[config.mk]
export PLATFORM = sky130hd
export DESIGN_NAME = mem_arbiter
export DESIGN_NICKNAME = d
export VERILOG_FILES = /design/src/rtl/mem_arbiter.sv
export SDC_FILE = /design/constraint.sdc
export NUM_CORES = 1
export LEC_CHECK = 0
export CORE_AREA = 2 2 107 109
export CTS_CLUSTER_DIAMETER = 50
export DETAILED_ROUTE_END_ITERATION = 6
export DIE_AREA = 0 0 109 111
export HOLD_SLACK_MARGIN = 0.05
export PLACE_DENSITY_LB_ADDON = 0.2
export RECOVER_POWER = 25
export SETUP_SLACK_MARGIN = 0.4
export SYNTH_ARGS = -nofsm -noshare
export SYNTH_HDL_FRONTEND = slang
export SYNTH_SLANG_ARGS = --single-unit
[constraint.sdc]
create_clock -name clk -period 1.8 [get_ports clk]
set_input_delay 0.36 -clock clk [delete_from_list [all_inputs] [get_ports clk]]
set_output_delay 0.36 -clock clk [all_outputs]
set_load 0.005 [all_outputs]
[src/rtl/mem_arbiter.sv]
// Round-robin arbiter sharing one burst memory port between I-cache refills
// and D-cache refills/writebacks; sequences command, write and read phases.
module mem_arbiter #(
  parameter int BEATS  = 4,
  parameter int DATA_W = 32,
  parameter int ADDR_W = 32
) (
  input  logic              clk,
  input  logic              rst,

  input  logic              i_req_valid,
  output logic              i_req_ready,
  input  logic [ADDR_W-1:0] i_req_addr,
  output logic              i_resp_valid,
  output logic              i_resp_last,
  output logic [DATA_W-1:0] i_resp_data,

  input  logic              d_req_valid,
  output logic              d_req_ready,
  input  logic              d_req_rnw,
  input  logic [ADDR_W-1:0] d_req_addr,
  input  logic [DATA_W-1:0] d_wdata,
  output logic              d_wdata_ready,
  output logic              d_resp_valid,
  output logic              d_resp_last,
  output logic [DATA_W-1:0] d_resp_data,

  output logic              mem_cmd_valid,
  input  logic              mem_cmd_ready,
  output logic              mem_cmd_rnw,
  output logic [ADDR_W-1:0] mem_cmd_addr,
  output logic              mem_wdata_valid,
  input  logic              mem_wdata_ready,
  output logic [DATA_W-1:0] mem_wdata,
  input  logic              mem_rdata_valid,
  input  logic [DATA_W-1:0] mem_rdata
);

  localparam int CNT_W = $clog2(BEATS);
  localparam int OFF_W = $clog2(BEATS * DATA_W / 8);
  localparam logic [ADDR_W-1:0] ALIGN_MASK = ~((ADDR_W'(1) << OFF_W) - ADDR_W'(1));
  localparam logic [CNT_W-1:0]  LAST_CNT   = CNT_W'(BEATS - 1);

  typedef enum logic [1:0] {
    IDLE  = 2'd0,
    CMD   = 2'd1,
    WDATA = 2'd2,
    RDATA = 2'd3
  } state_t;

  // owner / last_grant encoding: 0 = I side, 1 = D side
  state_t            state_q, state_d;
  logic              owner_q, owner_d;
  logic              last_grant_q, last_grant_d;
  logic              rnw_q, rnw_d;
  logic [ADDR_W-1:0] addr_q, addr_d;
  logic [CNT_W-1:0]  cnt_q, cnt_d;
  logic              cmd_valid_q, cmd_valid_d;
  logic              wvalid_q, wvalid_d;

  logic idle_ok;
  logic grant_d_side;
  logic last_beat;
  logic w_hs;
  logic r_beat;

  // No acceptance while reset is held, so nothing is acknowledged that is then lost.
  assign idle_ok      = (state_q == IDLE) && !rst;
  assign grant_d_side = d_req_valid && (!i_req_valid || !last_grant_q);
  assign i_req_ready  = idle_ok && i_req_valid && !grant_d_side;
  assign d_req_ready  = idle_ok && grant_d_side;

  assign last_beat = (cnt_q == LAST_CNT);
  assign w_hs      = wvalid_q && mem_wdata_ready;
  assign r_beat    = (state_q == RDATA) && mem_rdata_valid;

  assign mem_cmd_valid   = cmd_valid_q;
  assign mem_cmd_rnw     = rnw_q;
  assign mem_cmd_addr    = addr_q;
  assign mem_wdata_valid = wvalid_q;
  assign mem_wdata       = wvalid_q ? d_wdata : '0;
  assign d_wdata_ready   = w_hs;

  // Read beats pass straight through; there is no response backpressure.
  assign i_resp_valid = r_beat && !owner_q;
  assign d_resp_valid = r_beat && owner_q;
  assign i_resp_last  = i_resp_valid && last_beat;
  assign d_resp_last  = d_resp_valid && last_beat;
  assign i_resp_data  = mem_rdata;
  assign d_resp_data  = mem_rdata;

  always_comb begin
    state_d      = state_q;
    owner_d      = owner_q;
    last_grant_d = last_grant_q;
    rnw_d        = rnw_q;
    addr_d       = addr_q;
    cnt_d        = cnt_q;
    cmd_valid_d  = cmd_valid_q;
    wvalid_d     = wvalid_q;

    case (state_q)
      IDLE: begin
        if (i_req_ready || d_req_ready) begin
          owner_d      = d_req_ready;
          last_grant_d = d_req_ready;
          rnw_d        = d_req_ready ? d_req_rnw : 1'b1;
          addr_d       = (d_req_ready ? d_req_addr : i_req_addr) & ALIGN_MASK;
          cmd_valid_d  = 1'b1;
          state_d      = CMD;
        end
      end
      CMD: begin
        if (mem_cmd_ready) begin
          cmd_valid_d = 1'b0;
          cnt_d       = '0;
          if (rnw_q) begin
            state_d = RDATA;
          end else begin
            state_d  = WDATA;
            wvalid_d = 1'b1;
          end
        end
      end
      WDATA: begin
        if (w_hs) begin
          cnt_d = cnt_q + CNT_W'(1);
          if (last_beat) begin
            wvalid_d = 1'b0;
            state_d  = IDLE;
          end
        end
      end
      RDATA: begin
        if (r_beat) begin
          cnt_d = cnt_q + CNT_W'(1);
          if (last_beat) begin
            state_d = IDLE;
          end
        end
      end
      default: state_d = IDLE;
    endcase
  end

  always_ff @(posedge clk or posedge rst) begin
    if (rst) begin
      state_q      <= IDLE;
      owner_q      <= 1'b0;
      last_grant_q <= 1'b0;
      rnw_q        <= 1'b0;
      addr_q       <= '0;
      cnt_q        <= '0;
      cmd_valid_q  <= 1'b0;
      wvalid_q     <= 1'b0;
    end else begin
      state_q      <= state_d;
      owner_q      <= owner_d;
      last_grant_q <= last_grant_d;
      rnw_q        <= rnw_d;
      addr_q       <= addr_d;
      cnt_q        <= cnt_d;
      cmd_valid_q  <= cmd_valid_d;
      wvalid_q     <= wvalid_d;
    end
  end

endmodule

Yosys cells after proc, flatten, opt, wreduce, memory -nomap -nowiden
Index checks and enable logic that the tools add are counted.
{"block": "totals", "input_bits": 136, "elab_cells": 66, "regBits": 36, "output_inout_bits": 138}
{"block": "op_classes", "eq_ne": 10, "n_addsub": 1, "mux": 22, "reduce_logical": 26}
{"operator": "32-bit 2-to-1 mux", "n": 2}
{"operator": "2-bit 2-to-1 mux", "n": 8}
{"operator": "1-bit logical AND", "n": 11}
{"operator": "2-bit inequality test (second input constant)", "n": 5}
{"operator": "1-bit 2-to-1 mux", "n": 8}
{"operator": "2-bit one-hot mux with 4 select lines", "n": 1}
{"operator": "4-bit AND reduction", "n": 2}
{"operator": "2-bit equality test (second input constant)", "n": 3}
{"operator": "2-bit one-hot mux with 3 select lines", "n": 1}
{"operator": "5-bit AND reduction", "n": 1}
{"operator": "1-bit zero test", "n": 4}
{"operator": "1-bit one-hot mux with 2 select lines", "n": 2}
{"operator": "2-bit nonzero test", "n": 2}
{"operator": "3-bit AND reduction", "n": 1}
{"operator": "3-bit nonzero test", "n": 1}
{"operator": "2-bit by 1-bit adder with 2-bit output (second input constant)", "n": 1}
{"operator": "2-bit by 1-bit equality test with 1-bit output (second input constant)", "n": 1}
{"operator": "2-bit zero test", "n": 1}
{"operator": "1-bit logical OR", "n": 2}
{"operator": "2-bit by 1-bit inequality test with 1-bit output (second input constant)", "n": 1}
{"operator": "2-bit AND reduction", "n": 1}

Depth between registers and ports, before layout
Gate-level depths: netlist (run 1).
{"block": "logic_depth", "depth_word": 8, "depth_mapped": 6, "depth_no_buf": 4}

Worst setup path before layout (run 1)
Ideal clock, no wire load.
{"block": "synth_timing", "path_kind": "register to output", "from": "register state_q[1]", "to": "output i_req_ready", "arrival_time_ps": 1163, "required_time_ps": 1440, "path_stages_with_launch": 4, "path_slack_ps": 277, "n_path_buf": 1, "path_cell_list": "dfrtp_1 -> or3_4 -> buf_6 -> a211oi_1"}
{"block": "synth_between", "elab_chain_len": 4}
{"item": "from (decl)", "line_no": "52", "rtl": "state_t state_q, state_d;"}
{"item": "from (signal assigned)", "line_no": "157", "rtl": "state_q <= state_d;"}
{"item": "2-bit zero test", "line_no": "68", "rtl": "assign idle_ok = (state_q == IDLE) && !rst;"}
{"item": "1-bit logical AND", "line_no": "68"}
{"item": "1-bit logical AND (2 in series)", "line_no": "70", "rtl": "assign i_req_ready = idle_ok && i_req_valid && !grant_d_side;"}
{"item": "to (decl)", "line_no": "12", "rtl": "output logic i_req_ready,"}
Every way passes these cells.

Worst setup path in the final report (run 1)
Ends and elaborated chain as after synthesis.

==> results.md, run 1 <==
* Routability cong. at 0.703
* R2R Setup Slk at 0.11 ns
* Placed cells at 558
* Die ar. at roughly 12,000 um2
* Yosys reg bits at 36
* Data required time of the worst path at approximately 1.4 ns
* Setup CP Type: flip-flop to output port
* Floorplan row count at 39
* First-pass GRT wire length at roughly 16 mm
* DP HPWL at about 6.4 mm
* Final Cycle Share at 97.2%
* Crit-path max FO at 4
* Mean Syn Cell Area at about 8.4 um2
* Min-delay worst type: input pin to asynchronous set/reset pin
* Post-Syn Area at around 2700 um2
* Fin area at approximately 5400 um2
* Sw frac at 33.0%
* Max Clk Rate at about 570 MHz
* Total Routing Usage GR at approximately 17%
* Setup violators final at 0
* VDD IR-drop max at approximately 420 uV
* Top Metal Used: met4
* Gate power share at around 57%
* Die X at around 110 um
* Yosys cell types at 33
* Worst Setup Start Kind: flip-flop
* Met3 WL at ~1.1 mm
* IO buf count at 165
* ANT nets after route at 0
* Area grow syn2layout at 101%
* Share of cells above drive strength 1 at approximately 40%
* Main synth FF type: dfrtp_1
* Core area at 11,100 um2
* Final WS setup at about 0.050 ns
* WL met1 at 4.09 mm
* Routed vias at 2,898
* Final #Nets at 611
* Register area share after synthesis at about a third
* Sequential share of power at between 20% and 30%
* Most frequent cells in the layout: 92 x clkdlybuf4s50_1, 46 x buf_6, 35 x dfrtp_1
* Initial core utilization at about a quarter
* Clock skew at about 0.0017 ns
* Layout Cells excl Fill at about 620
* Share of the synthesized area in the top cell type at approximately 33%
* Arr. time, crit path at 1.39 ns
* TritonCTS Buffers at 5
* P_sw at ~1800 uW
* Leak at roughly 0.0022 uW
* Crit path cell chain: or3_4, a211oi_2, buf_2
* Most common cell after layout, fill and taps aside: clkdlybuf4s50_1
* Post-synth EDFFs at 0
* H-Tree Depth at 2
* Maxcap violations at 0
* Global route total overflow at 0
* Antenna diodes at 0
* Drt pass-1 iters at 4
* Number of global-route vias before repair at a little over 3,000
* CP peak stage delay at between 0.4 and 0.5 ns
* Cell internal pwr at approximately 3700 uW
* Cell area power density at 1020 nW/um2
* Clock power share at approximately 16%
* Vias per cell at ~4.7
* Drt wl/cell at approximately 18 um
* Initial DRC Count at 130
* Clock transition at the registers of the reported paths at around 0.050 ns
* Clock Sinks at 36
* Final slew viol count at 0
* Largest net degree at the start of global routing at 31
* Met2 WL post-DR at between 5 and 6 mm
* Async SR Flop Fraction at 100%
* CTS root buf: clkbuf_16
* Min Tclk post-route at ~1.8 ns
* Clock insertion delay at the later pin of the skew report at between 0.2 and 0.3 ns
* Final Hold Fails at 0
* Mapped Cells at 322
* Top cells by area, synth: dfrtp_1 33%, buf_4 20%, and2_1 8.4%
* Final wirelength at 11.1 mm
* Status: completed
* Drt drc at 0
* Place WS at -0.491 ns
* Synth area leader: dfrtp_1
* CTS Hold Buffers Added at 0
* Die Y at ~110 um
* CP max-delay cell: or3_4
* Num ports at around 270
* Clock Path Buffers at 2
* Fin Setup TNS at 0 ns
* Synth warnings at 0
* Unrepaired setup endpoints after global routing: yes
* Element type at the critical path end: output port
* Antenna violations before repair at 0
* Placed instance area at approximately 4100 um2
* CTS tree: yes
-- critical path, delay by kind of cell, from the launching register on --
family | cells | cell delay (ns)
AO/OA/AOI/OAI | 1 | 0.16
AND/OR/NAND/NOR | 1 | 0.42
flip-flops | 1 | 0.40
buffers and inverters | 1 | 0.15
-- layer usage --
| layer | GRT usage, % | vias up |
|---|---|---|
| li1 | - | 1367 |
| met1 | 19.1 | 1369 |
| met2 | 31.8 | 138 |
| met5 | 0 | - |
| met4 | 5.47 | 0 |
| met3 | 4.82 | 24 |
-- metrics by stage --
| step | power [uW] | util (%) | hold WS, ns |
|---|---|---|---|
| global route | 5930 | 48.8 | 0.378 |
| CTS | 5480 | 47.3 | 0.349 |
| global placement | 3740 | 36.8 | 0.481 |
| detailed placement | 3760 | 36.8 | 0.487 |
| floorplan | 2530 | - | 0.474 |
| finish | 5540 | 48.8 | 0.344 |
-- cell families after synthesis --
logic type / count (synthesis) / share of synthesized area [%]
DFF: 36 / 33.5
buffers and inverters: 98 / 25.6
and+or+nand+nor: 84 / 18.0
xor gates and xnor gates: 1 / 0.325
muxes: 3 / 1.12
AOI/OAI and AO/OA: 98 / 20.9
other: 1 / 0.139
adders and majority gates: 1 / 0.465
-- sequential cells by signal, summed over array words and instances, names as in the netlist --
name             flops
cnt_q                2
last_grant_q         1
mem_cmd_addr        28
mem_cmd_rnw          1
mem_cmd_valid        1
mem_wdata_valid      1
state_q              2
-- Yosys cell counts (2+ instances only) --
master,number
a211oi_1,4
a21oi_1,31
a31oi_1,28
and2_1,36
and3_1,2
buf_2,9
buf_4,72
buf_6,5
clkbuf_1,7
clkbuf_2,2
dfrtp_1,36
inv_1,3
mux2i_1,3
nand3_1,31
nor2_1,8
o21ai_0,28
-- final cells by class --
cell class / count / area (um2)
Fill cell: 1030 / 5670
Timing Repair Buffer: 237 / 2790
Multi-Input combinational cell: 191 / 1370
Sequential cell: 36 / 902
Tap cell: 143 / 179
Clock buffer: 7 / 153
Inverter: 3 / 11.3
-- what timing repair did --
action / 4_1_cts / 5_1_grt
setup buffers: 30 / 5
cloned: 17 / 0
setup endpoints to repair: 103 / 73
endpoints found under the hold margin: 0 / 0
resized for setup: 325 / 32
pin swaps: 44 / 4
-- final timing paths --
path / start / endpoint / cells after the start
max: state_q[1]$_DFFE_PP0P_ / i_req_ready / 3
min: rst / cnt_q[1]$_DFFE_PP0P_ / 3
max reg2reg: state_q[0]$_DFFE_PP0P_ / mem_cmd_addr[30]$_DFFE_PP0P_ / 10
min reg2reg: mem_cmd_valid$_DFFE_PP0P_ / mem_cmd_valid$_DFFE_PP0P_ / 1
max in group asynchronous: rst / mem_cmd_rnw$_DFFE_PP0P_ / 4
min in group clk: mem_cmd_valid$_DFFE_PP0P_ / mem_cmd_valid$_DFFE_PP0P_ / 1
-- power by group through the flow --
stage / Clock (uW) / Combinational (uW) / Sequential, uW
floorplan: 0 / 1060 / 1470
global placement: 0 / 2280 / 1460
detailed placement: 0 / 2300 / 1460
CTS: 935 / 3090 / 1450
global route: 963 / 3450 / 1520
finish: 904 / 3190 / 1450
Power figures use the tool's default switching activity.
==> inputs of run 2 (changes only) <==
--- a/config.mk
+++ b/config.mk
@@ -9,7 +9,7 @@
 export CTS_CLUSTER_DIAMETER = 50
 export DETAILED_ROUTE_END_ITERATION = 6
 export DIE_AREA = 0 0 109 111
-export HOLD_SLACK_MARGIN = 0.05
+export HOLD_SLACK_MARGIN = 0.12
 export PLACE_DENSITY_LB_ADDON = 0.2
 export RECOVER_POWER = 25
 export SETUP_SLACK_MARGIN = 0.4
==> results of run 2 <==
No change in the layout: final DEF, timing and power equal those of run 1.
==> inputs of run 3 (changes only) <==
--- a/config.mk
+++ b/config.mk
@@ -13,6 +13,7 @@
 export PLACE_DENSITY_LB_ADDON = 0.2
 export RECOVER_POWER = 25
 export SETUP_SLACK_MARGIN = 0.4
+export SKIP_CTS_REPAIR_TIMING = 1
 export SYNTH_ARGS = -nofsm -noshare
 export SYNTH_HDL_FRONTEND = slang
 export SYNTH_SLANG_ARGS = --single-unit
==> results.md, run 3 (synthesized netlist as in run 1, its figures left out) <==
* CTS tree: yes
* CP peak stage delay at 0.39 ns (-0.03 ns)
* Antenna diodes at 0 (unchanged)
* Gate power share at 52.6% (-4.9 points)
* Status: finished with violations
* Drt pass-1 iters at 4 (unchanged)
* Global route total overflow at 0 (unchanged)
* Maxcap violations at 0 (unchanged)
* Min Tclk post-route at 1.89 ns (+0.143 ns)
* Sw frac at 32.8% (-0.15 points)
* CP max-delay cell: dfrtp_1
* VDD IR-drop max at 419 uV (-1.2%)
* Leak at 0.00213 uW (-3.3%)
* Slew HR at between 60% and 70%
* Overall Power at 4960 uW (-10%)
* Most frequent cells in the layout: 93 x clkdlybuf4s50_1, 35 x dfrtp_1, 35 x dlymetal6s2s_1
* Element type at the critical path end: output port
* TritonCTS Buffers at 5 (unchanged)
* Worst path bufs/invs at 2 (+1)
* Clock Sinks at 36 (unchanged)
* CTS root buf: clkbuf_16
* Placed instance area at 4070 um2 (unchanged)
* Die Y at 111 um (unchanged)
* Final Cycle Share at 105% (+8.0 points)
* R2R Setup Slk at 0.15 ns (+0.04 ns)
* Final wirelength at 10.1 mm (-8.2%)
* Actual slew at the worst max-slew pin at roughly 0.55 ns
* Largest net degree at the start of global routing at 37 (+19%)
* Antenna violations before repair at 0 (unchanged)
* Final slew viol count at 0 (unchanged)
* Floorplan row count at 39 (unchanged)
* Crit path cell chain: buf_4, or3_4, a211oi_2, clkbuf_2
* Share of cells above drive strength 1 at 23.3% (-18 points)
* Min-delay worst type: input pin to asynchronous set/reset pin
* Setup CP Type: flip-flop to output port
* Hold slack at 0.339 ns (-0.00510 ns)
* Final WS setup at -0.0938 ns (-0.143 ns)
* Area grow syn2layout at 69.1%
* First-pass GRT wire length at 13.2 mm (-18%)
* Drt wl/cell at 17.2 um (-3.9%)
* Die ar. at 12,100 um2 (unchanged)
* Clock skew at 0.00152 ns (-0.000137 ns)
* Arr. time, crit path at 1.53 ns (+0.14 ns)
* Final #Nets at 583 (-4.6%)
* Clock power share at 18.3% (+2.0 points)
* Crit path to: i_req_ready
* Clock Path Buffers at 2 (unchanged)
* Reg2Reg Depth at 6 (-4)
* Placed cells at 558 (unchanged)
* Die X at 109 um (unchanged)
* DP HPWL at 6.37 mm (unchanged)
* Max reg flops at 28 (unchanged)
* Routed vias at 2,764 (-4.6%)
* Setup violators final at 2 (+2)
* Crit-path max FO at 5 (+1)
* Core area at 11,100 um2 (unchanged)
* R2r endpoint: mem_cmd_addr[29]$_DFFE_PP0P_
* R2R Path Start: state_q[1]$_DFFE_PP0P_
* Clock transition at the registers of the reported paths at 0.05 ns (about the same)
* Finished Core Util at 41.1% (-7.7 points)
* Vias per cell at 4.69 (about the same)
* Initial DRC Count at 180 (+38%)
* Number of global-route vias before repair at 2,662 (-13%)
* Cell internal pwr at 3340 uW (-10%)
* Initial core utilization at 24.3% (unchanged)
* Num ports at 274 (unchanged)
* Unrepaired setup endpoints after global routing: yes
* Routability cong. at 0.703 (unchanged)
* Worst Setup Start Kind: flip-flop
* Violated checks: negative setup slack
* Cell area power density at 1090 nW/um2 (+6.4%)
* Drt drc at 0 (unchanged)
* Total Routing Usage GR at 13.7% (-3.7 points)
* Sequential share of power at 29.1% (+2.9 points)
* Layout Cells excl Fill at 589 (-4.5%)
* Data required time of the worst path at 1.44 ns (about the same)
* P_sw at 1630 uW (-11%)
* H-Tree Depth at 2 (unchanged)
* CP top delay family: flip-flops
* Most common cell after layout, fill and taps aside: clkdlybuf4s50_1
* Final Hold Fails at 0 (unchanged)
* Fin area at 4550 um2 (-16%)
* ANT nets after route at 0 (unchanged)
* CP Launch Point: state_q[1]$_DFFE_PP0P_
* CP Depth at 4 (+1)
* IO buf count at 165 (unchanged)
* Max Clk Rate at 528 MHz (-7.6%)
* Clock insertion delay at the later pin of the skew report at 0.28 ns (about the same)
run 3: routing by layer:
| metal | vias to the layer above | part of all wire (%) | GRT usage (%) |
|---|---|---|---|
| met4 | 0 | 3.1 | 5.73 |
| met3 | 34 | 10 | 4.06 |
| met5 | - | 0 | 0 |
| met1 | 1287 | 39 | 14.9 |
| li1 | 1295 | - | - |
| met2 | 148 | 47 | 24.3 |
run 3: layout make-up:
type / count / area [um2]
clock buffers: 7 / 153
fillers: 1139 / 6530
inverters: 3 / 11.3
multi-input cells: 191 / 1160
flip-flops and latches: 36 / 902
well taps: 143 / 179
repair buffers: 209 / 2140
run 3: stage by stage:
| step | setup TNS (ns) | setup WS, ns |
|---|---|---|
| 2_1_floorplan | 0 | 0.327 |
| 3_3_place_gp | -5.79 | -0.477 |
| 3_5_place_dp | -5.68 | -0.491 |
| 4_1_cts | -3.68 | -0.495 |
| 5_1_grt | -0.247 | -0.155 |
| 6_report | -0.102 | -0.0938 |
run 3: power by group through the flow:
stage / Clock, uW / Sequential (uW) / Combinational [uW]
after floorplan: 0 / 1470 / 1060
after global placement: 0 / 1460 / 2280
after detailed placement: 0 / 1460 / 2300
after CTS: 935 / 1460 / 2300
after global routing: 962 / 1500 / 2840
final: 911 / 1440 / 2610
run 3: worst register-to-register path: stages (launching register included):
cell	delay, ns
dfrtp_1	0.39
buf_4	0.15
buf_8	0.14
nor3_4	0.29
and2_4	0.27
clkbuf_16	0.18
a31oi_1	0.09
run 3: worst min-delay path by stage:
stage | from | to | slack (ns)
floorplan | mem_cmd_valid$_DFFE_PP0P_ | mem_cmd_valid$_DFFE_PP0P_ | 0.47
global placement | mem_cmd_valid$_DFFE_PP0P_ | mem_cmd_valid$_DFFE_PP0P_ | 0.48
detailed placement | mem_cmd_valid$_DFFE_PP0P_ | mem_cmd_valid$_DFFE_PP0P_ | 0.49
CTS | mem_cmd_valid$_DFFE_PP0P_ | mem_cmd_valid$_DFFE_PP0P_ | 0.50
global route | rst | state_q[0]$_DFFE_PP0P_ | 0.39
finish | rst | state_q[0]$_DFFE_PP0P_ | 0.34
